===== config.mk =====
export PLATFORM = sky130hd
export DESIGN_NAME = fifo_wr_arbiter
export DESIGN_NICKNAME = d
export VERILOG_FILES = /design/src/rtl/fifo_wr_arbiter.sv
export SDC_FILE = /design/constraint.sdc
export NUM_CORES = 1
export LEC_CHECK = 0
export CAP_MARGIN = 20
export CORE_ASPECT_RATIO = 1.5
export CORE_UTILIZATION = 44
export DETAILED_ROUTE_END_ITERATION = 10
export HOLD_SLACK_MARGIN = 0.08
export PLACE_DENSITY_LB_ADDON = 0.2
export SYNTH_ARGS = -nofsm -noshare
export SYNTH_HDL_FRONTEND = slang
export SYNTH_SLANG_ARGS = --single-unit

===== constraint.sdc =====
create_clock -name clk -period 4.65 [get_ports clk]
set_input_delay 1.395 -clock clk [delete_from_list [all_inputs] [get_ports clk]]
set_output_delay 1.395 -clock clk [all_outputs]
set_load 0.02 [all_outputs]

===== src/rtl/fifo_wr_arbiter.sv =====
// Round-robin arbiter giving NREQ producers bounded bursts (BURST words) on one FIFO write port.
// Latency: grant one cycle after valid, first write in that same granted cycle; one idle bubble per handover.
// Backpressure: fifo_full stalls the current grant in place with no data loss; producers may drop valid at any time.
module fifo_wr_arbiter #(
    parameter int NREQ  = 4,
    parameter int DW    = 8,
    parameter int BURST = 4,
    localparam int GW   = $clog2(NREQ),
    localparam int BW   = $clog2(BURST + 1)
) (
    input  logic                 clk,
    input  logic                 reset,
    input  logic [NREQ-1:0]      req_valid,
    input  logic [NREQ*DW-1:0]   req_data,
    output logic [NREQ-1:0]      req_ready,
    input  logic                 fifo_full,
    output logic                 fifo_wr_en,
    output logic [DW-1:0]        fifo_din,
    output logic [GW-1:0]        grant_id,
    output logic                 busy,
    output logic [15:0]          words_written
);

    typedef enum logic {IDLE = 1'b0, GRANT = 1'b1} state_t;

    state_t          state_q, state_d;
    logic [GW-1:0]   grant_q;
    logic [GW-1:0]   last_q;
    logic [GW-1:0]   sel;
    logic [BW-1:0]   beat_q;
    logic [15:0]     words_q;
    logic            any_vld;
    logic            cur_vld;
    logic            xfer;
    logic            last_beat;
    logic [DW-1:0]   data_arr [NREQ];

    for (genvar g = 0; g < NREQ; g++) begin : g_unpack
        assign data_arr[g] = req_data[g*DW +: DW];
    end

    assign any_vld       = |req_valid;
    assign busy          = (state_q == GRANT);
    assign cur_vld       = req_valid[grant_q];
    assign xfer          = busy & cur_vld & ~fifo_full;
    assign last_beat     = (beat_q == BW'(BURST - 1));
    assign fifo_wr_en    = xfer;
    assign fifo_din      = busy ? data_arr[grant_q] : '0;
    assign grant_id      = grant_q;
    assign words_written = words_q;

    // Scan downward so the lowest offset from last_q+1 wins: previous owner is considered last.
    always_comb begin
        int cand;
        sel  = last_q;
        cand = 0;
        for (int k = NREQ; k >= 1; k--) begin
            cand = (int'(last_q) + k) % NREQ;
            if (req_valid[cand[GW-1:0]]) begin
                sel = cand[GW-1:0];
            end
        end
    end

    always_comb begin
        state_d = state_q;
        unique case (state_q)
            IDLE:  if (any_vld) state_d = GRANT;
            GRANT: if (!cur_vld || (xfer && last_beat)) state_d = IDLE;
        endcase
    end

    always_comb begin
        req_ready = '0;
        if (xfer) begin
            req_ready[grant_q] = 1'b1;
        end
    end

    always_ff @(posedge clk or negedge reset) begin
        if (!reset) begin
            state_q <= IDLE;
            grant_q <= '0;
            last_q  <= GW'(NREQ - 1);
            beat_q  <= '0;
            words_q <= '0;
        end else begin
            state_q <= state_d;
            if (!busy && any_vld) begin
                grant_q <= sel;
                last_q  <= sel;
                beat_q  <= '0;
            end
            if (xfer) begin
                beat_q  <= beat_q + 1'b1;
                words_q <= words_q + 1'b1;
            end
        end
    end

endmodule

==> reports/qor.yml <==
setup_path:
  cp_data_required_time_ns: 3.25
  arrival_ns: 3.07
  cp_max_fo: 3
  worst-setup-path-type: "in -> out"
  startpoint_type: "input pin"
  crit_path_end_kind: "output pin"
routing:
  via_per_inst: 5.462
  num_vias: 1360
  firstDrtPassIters: 4
  detailedRoute.firstIterationViolations: 20
  drt-total-wl_um: 3893
  post_drt_wl_per_cell_um: 15.63
  route.detailed.drc: 0
  ant_nets: 0
logic_synthesis:
  ys_ff_latch: 24
  ys_warn_count: 0
  synth_fp_nets: 181
  synth_cells: 139
  syn_area_per_cell_sq_um: 10.76
  synth_area_sq_um: 1495
  yosys.cell_types.count: 31
  ys_seq_area_share_pct: 40.33
die:
  std_cell_rows: 25
  ios: 71
  fp.dieW_um: 49.60
  die_h_um: 73.40
  coreArea_sq_um: 3191
  floorplan.initialDensity_pct: 46.86
  dieArea_sq_um: 3640
placement:
  placed_area_sq_um: 2213
  placed_cells: 244
  hpwlAfterDp_um: 3075
  gp_congestion: 0.7487
  port_buffers: 70
sta:
  slew_headroom_pct: 57.48
  finalMaxSlewViolations: 0
  worstMarginPinSlew_ns: 0.6378
  final-hold-violation-count: 0
  setup_viol: 0
  period_share_pct: 96.09
  rsz0062_at_grt: "no"
  setup-tns-final_ns: 0
  max_freq_ghz: 0.2238
  skew_ns: 0.001896
  period_needed_ns: 4.468
global_routing:
  grt_start_max_net_pins: 25
  antenna_found_initial: 0
  gr-total-overflow: 0
  grtUsageTotal_pct: 22.12
  grt_pass1_vias: 1334
  grt_pass1_wl_um: 6244
clock_network:
  clockBufferDepth: 2
  cts_root_buf: "clkbuf_8"
  cts.hold.buffers_added: 0
  cts_tree: "done"
  cts-resized-gates: 0
  clk_pin_slew_ns: 0.08
  numClockSinks: 24
  cts_setup_buffers: 0
  htreeDepth: 1
  numCtsBuffers: 3
  clock_latency_ns: 0.26
finish:
  final_area_sq_um: 2312
  layout-drive-gt1-share_pct: 9.569
  syn2layout_area_growth_pct: 54.64
  stdcell_count: 249
  layout.nets: 252
  antennaDiodeCount: 0
  fill_cells: 243
power_and_ir_drop:
  peakVddDrop_v: 0.0003824
  p_per_area_nw_per_um2: 499.0
  p_leak_nw: 0.9283
hold_path:
  hold_class: "reg -> reg"
outcome:
  outcome: "finished clean"
job:
  cap_violations: 0
cells in the mapped netlist:
library cell  instances  area [sq um]
inv_1                 5         18.77
or3b_4                1         11.26
a21boi_0              2         15.01
nand2_1              10         37.54
a211oi_1              1         7.510
ha_1                  3         37.54
nand3_1               5         25.02
xor2_1                1         8.760
dfrtp_1              22         550.5
a21o_1                2         15.01
dfstp_2               2         52.55
o2bb2ai_4             1         27.53
and3_1                4         25.02
mux2i_1               3         30.03
nor3_1                2         10.01
a22o_1                1         8.760
buf_6                 2         22.52
o21ai_0               3         15.01
mux2_2                2         22.52
and3b_1               1         8.760
clkbuf_1              2         7.510
nand4_1              12         75.07
o22a_1                1         8.760
mux4_2                8         180.2
nor2_1                9         33.78
nor3b_1               2         15.01
nand2b_1              1         6.260
xnor2_1              14         122.6
and2_1                9         56.30
buf_2                 2         10.01
a21oi_1               6         30.03
per-layer routing:
layer | global-route usage (%) | vias to the layer above | wire length [um]
li1 | - | 644 | -
met1 | 25.00 | 660 | 1458
met2 | 43.09 | 54 | 2218
met3 | 3.106 | 2 | 201
met4 | 4.762 | 0 | 14
met5 | 0 | - | 0
state kept, by name, indices dropped and copies added (netlist names):
signal	cells
words_written	16
busy	1
grant_id	2
beat_q	3
last_q	2
power breakdown:
group / internal, mW / switching (mW) / total [mW]
clock network: 0.115 / 0.0632 / 0.178
logic: 0.334 / 0.265 / 0.599
registers: 0.269 / 0.108 / 0.376
total: 0.718 / 0.436 / 1.15
cell type report:
| type | count | area [sq um] | area share (%) |
|---|---|---|---|
| flip-flops and latches | 24 | 603.1 | 26.08 |
| clock inverters | 1 | 30.03 | 1.299 |
| repair buffers | 72 | 735.7 | 31.82 |
| inverters | 5 | 18.77 | 0.8117 |
| clock buffers | 3 | 41.29 | 1.786 |
| well taps | 40 | 50.05 | 2.164 |
| multi-input cells | 104 | 833.3 | 36.04 |
cells by family after synthesis:
kind of cell / count (synthesis) / share of synthesized area (%)
AND/OR/NAND/NOR: 56 / 20.33
flip-flops: 24 / 40.33
AO/OA/AOI/OAI: 17 / 8.535
XOR/XNOR: 15 / 8.787
multiplexers: 13 / 15.56
buffers and inverters: 11 / 3.933
adder cells (fa/ha/maj): 3 / 2.511
metrics by stage:
stage | power (mW) | setup slack (ns) | util [%] | hold WS, ns
after floorplan | 0.7412 | 0.9341 | - | 0.4550
after global placement | 0.9636 | 0.2102 | 69.37 | 0.4685
after detailed placement | 0.9805 | 0.1805 | 69.37 | 0.4673
after CTS | 1.161 | 0.1694 | 71.61 | 0.4812
after global routing | 1.223 | 0.08636 | 72.47 | 0.4949
final | 1.154 | 0.1816 | 72.47 | 0.4820
final timing paths:
path	slack (ns)	end	startpoint	cells past startpoint
hold reg to reg	0.48	words_written[15]	words_written[15]	1
setup reg to reg	2.60	words_written[1]	grant_id[0]	4
setup / recovery	0.18	req_ready[2]	fifo_full	4
min in group asynchronous	1.41	words_written[1]	reset	1
max in group asynchronous	2.75	last_q[1]	reset	2
hold / removal	0.48	words_written[15]	words_written[15]	1
cells in the final DEF, fill, tap and decap left out, types with 5 or more instances in the layout:
master	n
clkdlybuf4s50_1	70
nor2_1	9
xnor2_1	14
mux4_2	8
nand2_1	10
a21oi_1	6
dfrtp_1	22
nand3_1	5
nand4_1	12
inv_1	5
and2_1	9
critical path, stage by stage:
cell,delay [ns]
clkdlybuf4s50_1,0.44
or3b_4,0.41
nor3b_1,0.20
clkdlybuf4s50_1,0.63
No activity file was read; power rests on OpenSTA's default activity.
